==> config.mk <==
export PLATFORM = sky130hd
export DESIGN_NAME = ctr_pr_timer_flat
export DESIGN_NICKNAME = d
export VERILOG_FILES = /design/src/rtl/ctr_pr_timer_pkg.sv /design/src/rtl/ctr_pr_timer_if.sv /design/src/rtl/ctr_pr_core.sv /design/src/rtl/ctr_pr_timer.sv /design/src/flat_wrapper.sv
export SDC_FILE = /design/constraint.sdc
export NUM_CORES = 1
export LEC_CHECK = 0
export ABC_CLOCK_PERIOD_IN_PS = 4200
export BUFFER_PORTS_ARGS = -buffer_cell sky130_fd_sc_hd__buf_2
export CAP_MARGIN = 20
export CORE_ASPECT_RATIO = 1.4
export CORE_MARGIN = 2
export CORE_UTILIZATION = 46
export DETAILED_ROUTE_END_ITERATION = 8
export GPL_ROUTABILITY_DRIVEN = 0
export PLACE_DENSITY = 0.68
export SYNTH_ARGS = -nofsm -noshare
export SYNTH_HDL_FRONTEND = slang
export SYNTH_HIERARCHICAL = 1
export SYNTH_SLANG_ARGS = --single-unit
==> constraint.sdc <==
create_clock -name clk -period 4.2 [get_ports clk]
set_clock_uncertainty 0.15 [all_clocks]
set_input_delay 0.84 -clock clk [delete_from_list [all_inputs] [get_ports clk]]
set_output_delay 0.84 -clock clk [all_outputs]
set_load 0.02 [all_outputs]
==> src/rtl/ctr_pr_timer_pkg.sv <==
// Shared definitions for the pseudorandom interval timer: LFSR tap masks,
// the single-step helper used by the core and the compare path, and FSM encoding.
package ctr_pr_timer_pkg;

  typedef enum logic [1:0] {
    ST_IDLE = 2'd0,
    ST_CAL  = 2'd1,
    ST_RUN  = 2'd2
  } pr_state_e;

  // Tap bit mask per legal width; bit i set means q[i] feeds the XNOR.
  function automatic logic [7:0] pr_taps(input int n);
    case (n)
      4:       return 8'h0C;
      5:       return 8'h14;
      7:       return 8'h60;
      8:       return 8'hB8;
      default: return 8'h00;
    endcase
  endfunction

  // One Fibonacci XNOR shift-left step, result confined to the low n bits.
  function automatic logic [7:0] pr_step(input logic [7:0] q, input int n);
    logic [7:0] m;
    m = 8'hFF >> (8 - n);
    return {q[6:0], ~^(q & pr_taps(n))} & m;
  endfunction

endpackage

==> src/rtl/ctr_pr_timer_if.sv <==
// Configuration / control / status bundle of the pseudorandom interval timer.
interface ctr_pr_timer_if #(parameter int N = 5);
  logic [N-1:0] cfg_period;
  logic         cfg_mode;
  logic         cfg_valid;
  logic         cfg_ready;
  logic         start;
  logic         stop;
  logic         inc;
  logic         tick;
  logic         busy;
  logic         cal_ok;
  logic [N-1:0] out;

  modport master (
    output cfg_period, cfg_mode, cfg_valid, start, stop, inc,
    input  cfg_ready, tick, busy, cal_ok, out
  );

  modport slave (
    input  cfg_period, cfg_mode, cfg_valid, start, stop, inc,
    output cfg_ready, tick, busy, cal_ok, out
  );
endinterface

==> src/rtl/ctr_pr_core.sv <==
// N-bit XNOR LFSR seeded at zero; clear wins over step.
module ctr_pr_core
  import ctr_pr_timer_pkg::*;
#(
  parameter int N = 5
) (
  input  logic         clk,
  input  logic         rst,
  input  logic         step,
  input  logic         clr,
  output logic [N-1:0] out
);

  always_ff @(posedge clk or posedge rst) begin
    if (rst)       out <= '0;
    else if (clr)  out <= '0;
    else if (step) out <= N'(pr_step(8'(out), N));
  end

endmodule

==> src/rtl/ctr_pr_timer.sv <==
// Programmable interval timer: the binary period is converted once into an
// LFSR terminal state, so the run path only needs an N-bit equality compare.
module ctr_pr_timer
  import ctr_pr_timer_pkg::*;
#(
  parameter int N = 5
) (
  input  logic            clk,
  input  logic            rst,
  ctr_pr_timer_if.slave   bus
);

  localparam logic [N-1:0] P_MAX = '1;

  pr_state_e    state;
  logic [N-1:0] cnt, term, q, q_nxt;
  logic         mode, cal_ok, tick, busy, cfg_ready;
  logic         cfg_hs, run_go, cal_done, run_stop, hit, core_step, core_clr;

  assign q_nxt    = N'(pr_step(8'(q), N));
  assign cfg_hs   = (state == ST_IDLE) & bus.cfg_valid;
  assign run_go   = (state == ST_IDLE) & bus.start & cal_ok & ~bus.cfg_valid;
  assign cal_done = (state == ST_CAL) & (cnt == '0);
  assign run_stop = (state == ST_RUN) & bus.stop;
  // stop outranks a terminal hit on the same edge
  assign hit      = (state == ST_RUN) & ~bus.stop & bus.inc & (q_nxt == term);

  assign core_clr  = cfg_hs | run_go | cal_done | run_stop | hit;
  assign core_step = ((state == ST_CAL) & (cnt != '0)) | ((state == ST_RUN) & bus.inc);

  ctr_pr_core #(.N(N)) u_core (
    .clk  (clk),
    .rst  (rst),
    .step (core_step),
    .clr  (core_clr),
    .out  (q)
  );

  always_ff @(posedge clk or posedge rst) begin
    if (rst) begin
      state     <= ST_IDLE;
      cnt       <= '0;
      term      <= '0;
      mode      <= 1'b0;
      cal_ok    <= 1'b0;
      tick      <= 1'b0;
      busy      <= 1'b0;
      cfg_ready <= 1'b1;
    end else begin
      tick <= hit;
      case (state)
        ST_IDLE: begin
          if (cfg_hs) begin
            mode      <= bus.cfg_mode;
            cnt       <= (bus.cfg_period == '0) ? P_MAX : bus.cfg_period;
            cal_ok    <= 1'b0;
            state     <= ST_CAL;
            busy      <= 1'b1;
            cfg_ready <= 1'b0;
          end else if (run_go) begin
            state     <= ST_RUN;
            busy      <= 1'b1;
            cfg_ready <= 1'b0;
          end
        end
        ST_CAL: begin
          if (cal_done) begin
            term      <= q;
            cal_ok    <= 1'b1;
            state     <= ST_IDLE;
            busy      <= 1'b0;
            cfg_ready <= 1'b1;
          end else begin
            cnt <= cnt - N'(1);
          end
        end
        ST_RUN: begin
          if (run_stop || (hit && !mode)) begin
            state     <= ST_IDLE;
            busy      <= 1'b0;
            cfg_ready <= 1'b1;
          end
        end
        default: begin
          state     <= ST_IDLE;
          busy      <= 1'b0;
          cfg_ready <= 1'b1;
        end
      endcase
    end
  end

  assign bus.tick      = tick;
  assign bus.busy      = busy;
  assign bus.cal_ok    = cal_ok;
  assign bus.cfg_ready = cfg_ready;
  assign bus.out       = q;

endmodule

==> src/flat_wrapper.sv <==
// flat-port wrapper written by rule: the top's interface ports become plain ports
module ctr_pr_timer_flat import ctr_pr_timer_pkg::*;
#(
  parameter int N = 5
)
  (clk, rst, bus_cfg_period, bus_cfg_mode, bus_cfg_valid, bus_start, bus_stop, bus_inc, bus_cfg_ready, bus_tick, bus_busy, bus_cal_ok, bus_out);
  ctr_pr_timer_if #(.N(N)) bus_i ();
  input  logic clk;
  input  logic rst;
  input wire logic [$bits(bus_i.cfg_period)-1:0] bus_cfg_period;
  input wire logic [$bits(bus_i.cfg_mode)-1:0] bus_cfg_mode;
  input wire logic [$bits(bus_i.cfg_valid)-1:0] bus_cfg_valid;
  input wire logic [$bits(bus_i.start)-1:0] bus_start;
  input wire logic [$bits(bus_i.stop)-1:0] bus_stop;
  input wire logic [$bits(bus_i.inc)-1:0] bus_inc;
  output wire logic [$bits(bus_i.cfg_ready)-1:0] bus_cfg_ready;
  output wire logic [$bits(bus_i.tick)-1:0] bus_tick;
  output wire logic [$bits(bus_i.busy)-1:0] bus_busy;
  output wire logic [$bits(bus_i.cal_ok)-1:0] bus_cal_ok;
  output wire logic [$bits(bus_i.out)-1:0] bus_out;
  assign bus_i.cfg_period = bus_cfg_period;
  assign bus_i.cfg_mode = bus_cfg_mode;
  assign bus_i.cfg_valid = bus_cfg_valid;
  assign bus_i.start = bus_start;
  assign bus_i.stop = bus_stop;
  assign bus_i.inc = bus_inc;
  assign bus_cfg_ready = bus_i.cfg_ready;
  assign bus_tick = bus_i.tick;
  assign bus_busy = bus_i.busy;
  assign bus_cal_ok = bus_i.cal_ok;
  assign bus_out = bus_i.out;
  ctr_pr_timer #(.N(N)) u_core (.clk(clk), .rst(rst), .bus(bus_i));
endmodule
After elaboration in Yosys (flattened, before gate mapping). Index checks and enable logic that the tools add are counted.

Output and inout port bits: 9. Word-level logic and storage cells: 78. Register bits after elaboration: 22. Input port bits: 12.

Equality and inequality tests: 8. Reductions and logical operators: 16. Multiplexer cells: 25. Bitwise operators: 19. Add/sub/neg operators: 1.

Operators by type and width (count): 2-to-1 mux 5 bit (5); 2-to-1 mux 8 bit (2); XNOR reduction 8 bit (2); AND 1 bit (11); zero test 5 bit (2); one-hot mux 5 bit (2 select lines) (1); 2-to-1 mux 1 bit (9); AND reduction 3 bit (3); AND 5 x 8 -> 8 bit (1); 2-to-1 mux 2 bit (4); one-hot mux 1 bit (3 select lines) (2); one-hot mux 2 bit (3 select lines) (1); == test 5 bit (1); OR 1 bit (5); nonzero test 5 bit (1); subtractor 5 x 1 -> 5 bit, second input constant (1); inequality test 2 x 1 -> 1 bit, second input constant (2); inequality test 2 bit, second input constant (2); AND reduction 2 bit (2); nonzero test 2 bit (2); inequality test 3 x 1 -> 1 bit, second input constant (1); == test 2 x 1 -> 1 bit, second input constant (1); == test 2 bit, second input constant (1); zero test 2 bit (1); 5 further kinds (6).

Longest topological paths before layout. Gate-level depths: netlist (run 1).

Word-level depth: 13. Depth in mapped cells: 7. Mapped depth without buffers: 6.

By module. The synthesis (run 1) kept the hierarchy.

Modules (own cells, without submodules): ctr_pr_timer (cells each 92, area each 954.7 um2, sequential area each 426.7 um2, instances 1); ctr_pr_core (cells each 19, area each 222.7 um2, sequential area each 125.1 um2, instances 1).

Least setup slack after synthesis (run 1). No wires, ideal clock.

Kind: input -> register. Start point: input bus_cfg_valid. End point: register u_core.u_core.out[0]. Setup slack: 2196 ps. Path buffers: 0. Data required time: 3968 ps. Stages: 6. Data arrival time: 1772 ps. Library setup time: 82 ps. Path through: a21o_1 mux2i_1 nor2_1 a211o_1 nand2b_1 o22ai_1.

Longest elaborated chain between the ends: 7. Elaborated cells between the ends (all ways): 9. Classes of those cells: mux: 1; bitwise: 7; reduce/logical: 1.

Ends and longest elaborated chain: start, declared (line flat_wrapper.sv:12) `input wire logic [$bits(bus_i.cfg_valid)-1:0] bus_cfg_valid;`; inverter 1 bit (line ctr_pr_timer.sv:22) `assign run_go = (state == ST_IDLE) & bus.start & cal_ok & ~bus.cfg_valid;`; AND 1 bit (line ctr_pr_timer.sv:22); OR 1 bit (*) (4 in series) (line ctr_pr_timer.sv:28) `assign core_clr = cfg_hs | run_go | cal_done | run_stop | hit;`; named net u_core.core_clr (line ctr_pr_timer.sv:18) `logic cfg_hs, run_go, cal_done, run_stop, hit, core_step, core_clr;`; 2-to-1 mux 5 bit / nonzero test 2 bit (equally long branches); end signal, assigned (line ctr_pr_core.sv:17) `else if (step) out <= N'(pr_step(8'(out), N));`; end, declared (line ctr_pr_core.sv:11) `output logic [N-1:0] out`.

The timed path passes the listed nets; every way through them passes the cells marked *. A chain may end at the register's enable or synchronous reset.

Final worst setup path (run 1).
Start point: register u_core.cnt[0]. End point: register u_core.u_core.out[4].

Elaborated cells between the ends (all ways): 10. Classes of those cells: mux: 1; bitwise: 6; reduce/logical: 3.

RTL lines: start, declared (line ctr_pr_timer.sv:16) `logic [N-1:0] cnt, term, q, q_nxt;`; start signal, assigned (line ctr_pr_timer.sv:55) `cnt <= (bus.cfg_period == '0) ? P_MAX : bus.cfg_period;`; start signal, assigned (line ctr_pr_timer.sv:74) `cnt <= cnt - N'(1);`; nonzero test 5 bit (line ctr_pr_timer.sv:29) `assign core_step = ((state == ST_CAL) & (cnt != '0)) | ((state == ST_RUN) & bus.inc);`; AND 1 bit (line ctr_pr_timer.sv:29); OR 1 bit (line ctr_pr_timer.sv:29); named net u_core.core_step (line ctr_pr_timer.sv:18); nonzero test 2 bit (no line).

The timed path passes the listed nets, and every way through them passes these cells.

==> flow_summary.json, run 1 <==
{
  "hold_viol": 0,
  "final_common_cell": "dfrtp_1",
  "finalWorstSetupSlack_ns": 2.028,
  "rows": 21,
  "min_path_type": "in -> async",
  "fin_crit_ns": 2.172,
  "num_vias": 895,
  "grt_pass1_wl_um": 3808,
  "cts_made_buffers": 3,
  "rsz0062_at_grt": "false",
  "portBuffers": 20,
  "crit_path_max_fanout": 6,
  "synth_top_area_cell": "dfrtp_1",
  "critPathCaptureType": "flip-flop",
  "synth_edf_count": 0,
  "reg2reg_slack_ns": 2.03,
  "netlist_top_cells_area": "dfrtp_1 45%, mux2_2 5.7%, mux2i_1 5.1%",
  "whs_ns": 0.2437,
  "p_int_mw": 0.6066,
  "slew_violations": 0,
  "peakVddDrop_uv": 325.3,
  "die_area_um2": 2986,
  "clock_sinks": 22,
  "outcome": "finished, final reports clean",
  "pin_count": 21,
  "synth_cells": 111,
  "combPwrFrac_pct": 44.2,
  "antenna_cells": 0,
  "synth_ff_type": "dfrtp_1",
  "clock_latency_ns": 0.32,
  "cts_tree": "yes",
  "fin_tns_setup_ns": 0,
  "antenna_found_initial": 0,
  "nNetsFinal": 147,
  "clock-root-buffer": "clkbuf_4",
  "dr.first_iter.drc_count": 5,
  "fin_util_pct": 55.80,
  "die_h_um": 63.86,
  "required_ns": 4.26,
  "grt_pass1_vias": 898,
  "postRouteAntennaNets": 0,
  "wl_um": 2247,
  "tightestPinTransition_ns": 0.9756,
  "layout_common_cells": "21 x dfrtp_1, 20 x buf_2, 10 x nor2_1",
  "initial_utilization_pct": 48.71,
  "viasPerCell": 5.392,
  "yosysUniqueCellTypes": 38,
  "yosysTopAreaCellShare_pct": 44.63,
  "clkTransAtPathRegs_ns": 0.12,
  "swShare_pct": 40.39,
  "cts_resized": 0,
  "drc_errors": 0,
  "async_reset_ff_share_pct": 100.0,
  "drv_cap": 0,
  "avgSynthCellArea_um2": 10.61,
  "seqPwrFrac_pct": 39.8,
  "arrival_ns": 2.24,
  "finalCritPeriodShare_pct": 51.70,
  "cts_max_path_buffers": 2,
  "first_pass_iters": 4,
  "wl_per_cell_um": 13.54,
  "worstSetupPathType": "reg -> reg",
  "grt_max_degree": 18,
  "dp_slack_ns": 1.909,
  "fmax_ghz": 0.4605,
  "synth-seq-cells": 22,
  "seq_area_frac_synth_pct": 46.87,
  "post_cts.repair.setup_buffers": 0,
  "die_w_um": 46.76,
  "syn-cell-area_um2": 1177,
  "synth.net_count": 125,
  "switchingPower_mw": 0.4110,
  "layout-area-overhead-vs-synth_pct": 14.56,
  "start_kind": "flip-flop",
  "timing.slew.headroom_pct": 34.83,
  "drive_gt1_share_pct": 27.27,
  "grt_remaining_overflow": 0,
  "powerDensity_nw_per_um2": 754.5,
  "htreeDepth": 1,
  "clkPwrFrac_pct": 16.0,
  "synth_warnings": 6,
  "grtUsageTotal_pct": 17.62,
  "core_um2": 2417,
  "fill_cells": 242,
  "setup_viol": 0,
  "dp_hpwl_um": 1734,
  "cts_hold_buf": 0,
  "p_leak_nw": 0.6601
}
[Yosys cell counts (all sizes together), types with 2 or more instances]
| master | count |
|---|---|
| ha | 2 |
| mux2 | 6 |
| inv | 6 |
| nand3 | 2 |
| a21oi | 7 |
| nor3 | 2 |
| o21ai | 7 |
| nor2 | 10 |
| nand2b | 5 |
| buf | 3 |
| dfrtp | 21 |
| xnor2 | 5 |
| o31ai | 3 |
| nand3b | 3 |
| mux2i | 6 |
| nand2 | 5 |
| xor2 | 2 |
[through the flow]
stage                     cell area [um2]  std cells  power (mW)
final                                1349        166       1.018
after global routing                 1349        166       1.097
after CTS                            1349        166       1.030
after detailed placement             1296        162      0.8644
after global placement               1296        162      0.8480
after floorplan                      1177        111      0.7575
[path summary, 6_finish.rpt]
| path | startpoint | endpoint | depth (start not counted) |
|---|---|---|---|
| hold reg to reg | u_core/mode | u_core/mode | 1 |
| max in group asynchronous | rst | u_core/state[1] | 2 |
| hold / removal | rst | u_core/u_core/out[3] | 2 |
| min in group clk | u_core/mode | u_core/mode | 1 |
| setup / recovery | u_core/cnt[0] | u_core/u_core/out[4] | 6 |
| setup reg to reg | u_core/cnt[0] | u_core/u_core/out[4] | 6 |
[flip-flops by register name, indices dropped and copies added (netlist names)]
| name | count |
|---|---|
| u_core/state | 2 |
| u_core/bus.cal_ok | 1 |
| u_core/u_core/out | 5 |
| u_core/bus.cfg_ready | 1 |
| u_core/cnt | 5 |
| u_core/mode | 1 |
| u_core/term | 5 |
| u_core/bus.tick | 1 |
| u_core/bus.busy | 1 |
[power groups by stage]
stage / Sequential, mW / Combinational (mW) / Clock, mW
6_report: 0.405 / 0.450 / 0.162
2_1_floorplan: 0.434 / 0.324 / 0
3_5_place_dp: 0.411 / 0.454 / 0
5_1_grt: 0.422 / 0.504 / 0.171
4_1_cts: 0.407 / 0.455 / 0.168
3_3_place_gp: 0.408 / 0.440 / 0
[critical path: stages, from the launching register on]
cell     delay, ns
dfrtp_1       0.41
inv_1         0.08
ha_1          0.20
nor4b_4       0.15
o21ai_0       0.70
mux2i_1       0.29
nor2_1        0.08
[logic make-up after synthesis]
| logic type | synth area share (%) |
|---|---|
| AO/OA/AOI/OAI | 12.97 |
| XOR/XNOR | 5.207 |
| adder cells (fa/ha/maj) | 2.125 |
| buffers and inverters | 3.932 |
| flip-flops | 46.87 |
| multiplexers | 10.84 |
| AND/OR/NAND/NOR | 18.07 |
[routing by layer]
metal / up-vias / GRT usage, % / wire (um)
met3: 5 / 1.695 / 67
met4: 0 / 7.292 / 47
met2: 19 / 31.60 / 1214
met5: - / 0 / 0
li1: 435 / - / -
met1: 436 / 20.11 / 917
[area by class of cell]
cell class | count | area [um2] | area share [%]
inverters | 6 | 22.52 | 1.670
well taps | 34 | 42.54 | 3.154
repair buffers | 20 | 100.1 | 7.421
clock buffers | 3 | 22.52 | 1.670
multi-input cells | 80 | 579.3 | 42.95
flip-flops and latches | 22 | 551.8 | 40.91
clock inverters | 1 | 30.03 | 2.226
Power figures use the tool's default switching activity.
==> run 2: changes to the inputs <==
Settings changed: ABC_AREA set to 1, ABC_CLOCK_PERIOD_IN_PS 4200 to 2200.
Clock period 4.2 ns to 2.2 ns, I/O delays scaled along.
==> flow_summary.json, run 2 <==
{
  "yosysTopAreaCellShare_pct": 43.75,
  "seqPwrFrac_pct": 39.0,
  "arrival_ns": 1.94,
  "synthMuxAreaShare_pct": 0,
  "seq_area_frac_synth_pct": 45.94,
  "combPwrFrac_pct": 51.1,
  "hold_viol": 0,
  "design_area_um2": 1380,
  "outcome": "finished, final reports clean",
  "yosysUniqueCellTypes": 28,
  "antenna_found_initial": 0,
  "synth_compound_area_share_pct": 12.50,
  "antenna_cells": 0,
  "swShare_pct": 46.75,
  "required_ns": 2.27,
  "fin_tns_setup_ns": 0,
  "rsz0062_at_grt": "false",
  "first_pass_iters": 4,
  "drive_gt1_share_pct": 21.79,
  "rows": 21,
  "clock-root-buffer": "clkbuf_4",
  "htreeDepth": 1,
  "synth-seq-cells": 22,
  "postRouteAntennaNets": 0,
  "dp_hpwl_um": 1890,
  "hold_depth": 2,
  "post-place-cells": 208,
  "synth.top_cells.by_count": "44 x nand2_1, 24 x inv_1, 21 x dfrtp_1, 11 x nor2_1, 10 x o21ai_0",
  "portBuffers": 20,
  "clkPwrFrac_pct": 9.9,
  "drc_errors": 0,
  "finalCritPeriodShare_pct": 84.76,
  "setup_viol": 0,
  "synth_warnings": 6,
  "p_int_mw": 1.001,
  "slew_violations": 0,
  "final_common_cell": "nand2_1",
  "worst-r2r-cell-count": 8,
  "die_area_um2": 3042,
  "syn-cell-area_um2": 1201,
  "dr.first_iter.drc_count": 28,
  "num_vias": 1044,
  "whs_endpoint": "u_core/state[1]",
  "placed_area_um2": 1344,
  "peakVddDrop_uv": 727.3,
  "netlist_top_cells_area": "dfrtp_1 44%, nand2_1 14%, inv_1 7.5%",
  "nNetsFinal": 194,
  "post_cts.repair.setup_buffers": 0,
  "clkTransAtPathRegs_ns": 0.12,
  "synthAdderAreaFrac_pct": 2.083,
  "core_um2": 2444,
  "yosysMostFrequentCell": "nand2_1",
  "powerDensity_nw_per_um2": 1362,
  "synth_top_family_by_area": "simple AND/OR/NAND/NOR gates",
  "cts_tree": "yes",
  "worstSetupPathType": "reg -> reg",
  "crit_path_max_fanout": 4,
  "synthSimpleGateAreaFrac_pct": 28.12,
  "synth_ff_type": "dfrtp_1",
  "wl_per_cell_um": 11.16,
  "synth.net_count": 168,
  "cts_made_buffers": 3,
  "regToRegEndpoint": "u_core/u_core/out[2]",
  "grt_max_degree": 18,
  "min_path_type": "in -> reg",
  "critPathCaptureType": "flip-flop",
  "grtUsageTotal_pct": 18.32,
  "wl_um": 2378,
  "final_cell_count_no_fill": 213,
  "die_h_um": 64.46,
  "reg.largest.list": "u_core/cnt (5), u_core/term (5), u_core/u_core/out (5)",
  "p_leak_nw": 0.7388,
  "die_w_um": 47.19,
  "grt_pass1_wl_um": 4077,
  "fmax_ghz": 0.5363,
  "grt_remaining_overflow": 0,
  "fin_util_pct": 56.48,
  "layout-area-overhead-vs-synth_pct": 14.90,
  "cts_max_path_buffers": 2,
  "start_kind": "flip-flop",
  "layout_common_cells": "44 x nand2_1, 24 x inv_1, 21 x dfrtp_1",
  "grt_pass1_vias": 987,
  "pin_count": 21,
  "async_reset_ff_share_pct": 100.0,
  "r2r_start": "u_core/cnt[1]",
  "fin_crit_ns": 1.865,
  "viasPerCell": 4.901,
  "synth_xor_xnor_area_share_pct": 2.917,
  "synth_top_area_cell": "dfrtp_1",
  "clock_sinks": 22,
  "clock_latency_ns": 0.30,
  "reg2reg_slack_ns": 0.34,
  "tightestPinTransition_ns": 0.6538,
  "initial_utilization_pct": 49.16,
  "switchingPower_mw": 0.8785,
  "avgSynthCellArea_um2": 7.800,
  "drv_cap": 0,
  "synth_edf_count": 0,
  "timing.slew.headroom_pct": 56.36,
  "min_from": "bus_cfg_valid",
  "synth_cells": 154
}
## run 2: cell count changes after synthesis, sizes merged, moves of 3 or more
cell and change:
mux2 -6, nand2b -5, o21ai +5, buf -3, nor2 +7, inv +21
xnor2 -4, nand2 +41, mux2i -6, nand3 +5
## run 2: how the worst max path moves through the flow
stage | start | end | slack, ns
floorplan | u_core/u_core/out[2] | u_core/u_core/out[2] | 0.59
CTS | u_core/state[1] | u_core/u_core/out[2] | 0.32
finish | u_core/cnt[1] | u_core/u_core/out[2] | 0.34
global route | u_core/cnt[1] | u_core/u_core/out[2] | 0.15
detailed placement | u_core/cnt[1] | u_core/u_core/out[2] | 0.34
global placement | u_core/state[1] | u_core/u_core/out[2] | 0.33
## run 2: power groups by stage
stage	logic [mW]	clock network, mW	registers, mW
floorplan	0.674	0	0.785
global placement	0.944	0	0.737
finish	0.960	0.186	0.733
CTS	0.972	0.196	0.736
global route	1.10	0.217	0.758
detailed placement	0.967	0	0.743
## run 2: area by class of cell
cell class / count / area, um2
fillers: 250 / 1064
flip-flops and latches: 22 / 551.8
multi-input cells: 105 / 548.0
repair buffers: 21 / 110.1
inverters: 27 / 101.3
well taps: 34 / 42.54
clock buffers: 4 / 26.28
## run 2: logic make-up (layout without fill, tap and decap cells)
logic type / count (synthesis) / after routing
buf+inv: 27 / 52
flops: 22 / 22
fa+ha+maj: 2 / 2
compound gates: 25 / 25
xor+xnor: 4 / 4
simple gates: 74 / 74
## run 2: through the flow
step                worst slack [ns]  hold WS (ns)  power [mW]
finish                        0.3353        0.1935       1.879
global route                  0.1489        0.1722       2.072
CTS                           0.3204        0.1862       1.903
detailed placement            0.3378        0.2093       1.710
global placement              0.3321        0.2007       1.681
floorplan                     0.5884       0.06852       1.459
## run 2: critical path: stages, from the launching register on
cell,delay [ns]
dfrtp_1,0.41
inv_1,0.12
ha_1,0.17
nand3_2,0.11
nand2_1,0.18
o21ai_0,0.23
nor2_1,0.27
nand2_1,0.07
o21ai_0,0.08
## run 2: per-layer routing
metal	up-vias	track usage, %	wire length (um)
met5	-	0	0
met4	0	7.639	31
met3	4	3.064	79
met2	19	30.65	1275
met1	487	22.24	991
li1	534	-	-
## run 2: timing repair
item,4_1_cts,5_1_grt
resized for setup,0,0
hold buffers,1,0
hold endpoints to repair,5,0
==> run 3: changes to the inputs <==
Settings changed: ABC_CLOCK_PERIOD_IN_PS 2200 to 1800.
Clock period 2.2 ns to 1.8 ns, I/O delays scaled along.
==> flow_summary.json, run 3 (synthesis gave the netlist of run 2 again) <==
{
  "layout_common_cells": "44 x nand2_1, 20 x buf_2, 20 x inv_1",
  "required_ns": 1.83,
  "finalWorstSetupSlack_ns": 0.08920,
  "grtUsageTotal_pct": 18.54,
  "whs_ns": 0.1039,
  "cts_max_path_buffers": 2,
  "grt_remaining_overflow": 0,
  "rows": 21,
  "initial_utilization_pct": 49.16,
  "endpoint": "u_core/u_core/out[2]",
  "slew_violations": 0,
  "min_path_type": "in -> reg",
  "clock_latency_ns": 0.30,
  "core_um2": 2444,
  "clkTransAtPathRegs_ns": 0.12,
  "drv_cap": 0,
  "regToRegEndpoint": "u_core/u_core/out[2]",
  "die_area_um2": 3042,
  "cts_made_buffers": 3,
  "portBuffers": 20,
  "fin_crit_ns": 1.711,
  "clkPwrFrac_pct": 11.1,
  "drive_gt1_share_pct": 29.51,
  "start_kind": "flip-flop",
  "timing.slew.headroom_pct": 76.17,
  "fmax_ghz": 0.5845,
  "die_h_um": 64.46,
  "setup_viol": 0,
  "postRouteAntennaNets": 0,
  "num_vias": 1047,
  "r2r_start": "u_core/state[1]",
  "first_pass_iters": 4,
  "worstSetupPathType": "reg -> reg",
  "cts_tree": "yes",
  "wl_per_cell_um": 11.39,
  "layout-area-overhead-vs-synth_pct": 19.38,
  "swShare_pct": 46.14,
  "p_int_mw": 1.297,
  "die_w_um": 47.19,
  "tightestPinTransition_ns": 0.3550,
  "grt_max_degree": 18,
  "dr.first_iter.drc_count": 22,
  "drc_errors": 0,
  "reg.largest.list": "u_core/cnt (5), u_core/term (5), u_core/u_core/out (5)",
  "crit_start": "u_core/state[1]",
  "htreeDepth": 1,
  "crit_path_max_fanout": 4,
  "finalCritPeriodShare_pct": 95.04,
  "fin_util_pct": 58.68,
  "antenna_found_initial": 0,
  "critPathCaptureType": "flip-flop",
  "outcome": "finished, final reports clean",
  "combPwrFrac_pct": 51.0,
  "final_common_cell": "nand2_1",
  "grt_pass1_vias": 1005,
  "arrival_ns": 1.74,
  "peakVddDrop_uv": 858.1,
  "pin_count": 21,
  "clock-root-buffer": "clkbuf_4",
  "dp_hpwl_um": 1944,
  "wl_um": 2472,
  "antenna_cells": 0,
  "powerDensity_nw_per_um2": 1680,
  "seqPwrFrac_pct": 37.9,
  "clock_sinks": 22,
  "p_leak_nw": 0.7570,
  "grt_pass1_wl_um": 4181,
  "dp_slack_ns": 0.05512,
  "reg2reg_slack_ns": 0.09,
  "nNetsFinal": 198,
  "switchingPower_mw": 1.111,
  "worst-r2r-cell-count": 7,
  "hold_viol": 0,
  "viasPerCell": 4.825
}
==> run 3: cell count changes in the layout (fill, tap and decap cells not counted), moves of 2 or more <==
cell | previous run | this run
buf_4 | 0 | 4
inv_1 | 24 | 20
inv_2 | 3 | 7
dfrtp_1 | 21 | 18
dfrtp_2 | 0 | 3
nor2_1 | 11 | 9
nor2_2 | 4 | 6
o21ai_0 | 10 | 8
o21ai_1 | 1 | 3
==> run 3: worst min path at each step <==
| stage | start | to | slack [ns] | cells past startpoint |
|---|---|---|---|---|
| after floorplan | rst | u_core/u_core/out[0] | -0.01 | 1 |
| after global placement | rst | u_core/u_core/out[1] | 0.12 | 2 |
| after detailed placement | rst | u_core/u_core/out[1] | 0.12 | 2 |
| after CTS | bus_cfg_valid | u_core/state[1] | 0.11 | 2 |
| after global routing | bus_cfg_valid | u_core/state[1] | 0.09 | 2 |
| final | bus_cfg_valid | u_core/state[1] | 0.10 | 2 |
==> run 3: what timing repair did <==
item                                    in CTS  in global routing
buffers inserted                             0                  1
hold buffers                                 1                  0
endpoints found under the hold margin       21                  0
endpoints found under the setup margin       0                  7
gates resized for setup                      0                 12
==> run 3: area by class of cell <==
class                   count  area, um2
fillers                   239       1010
multi-input cells         105      558.0
flip-flops and latches     22      555.5
repair buffers             25      140.1
inverters                  27      101.3
well taps                  34      42.54
clock buffers               4      36.28
==> run 3: power by group through the flow <==
stage               Sequential [mW]  Combinational [mW]  Clock, mW
floorplan                     0.960               0.823          0
global placement              0.901                1.18          0
detailed placement            0.912                1.21          0
CTS                           0.902                1.21      0.270
global route                  0.943                1.42      0.296
finish                        0.913                1.23      0.267
==> run 3: routing by layer <==
layer / GRT usage (%) / part of all wire, % / vias to the layer above / wire length, um
met5: 0 / 0 / - / 0
met4: 5.556 / 0.85 / 0 / 21
met3: 2.507 / 1.9 / 2 / 46
met2: 31.68 / 53 / 15 / 1319
met1: 23.30 / 44 / 484 / 1084
li1: - / - / 546 / -
==> run 3: metrics by stage <==
step | setup TNS [ns] | area (um2) | power [mW] | cells
2_1_floorplan | 0 | 1201 | 1.783 | 154
3_3_place_gp | 0 | 1366 | 2.078 | 211
3_5_place_dp | 0 | 1366 | 2.121 | 211
4_1_cts | 0 | 1413 | 2.385 | 216
5_1_grt | -0.05258 | 1434 | 2.655 | 217
6_report | 0 | 1434 | 2.409 | 217
==> run 3: critical path, stage by stage, from the launching register on <==
cell     delay, ns
dfrtp_2       0.47
nor2_2        0.15
inv_1         0.08
or2_2         0.32
nand4_1       0.18
inv_1         0.08
nand2_1       0.08
o21ai_0       0.09
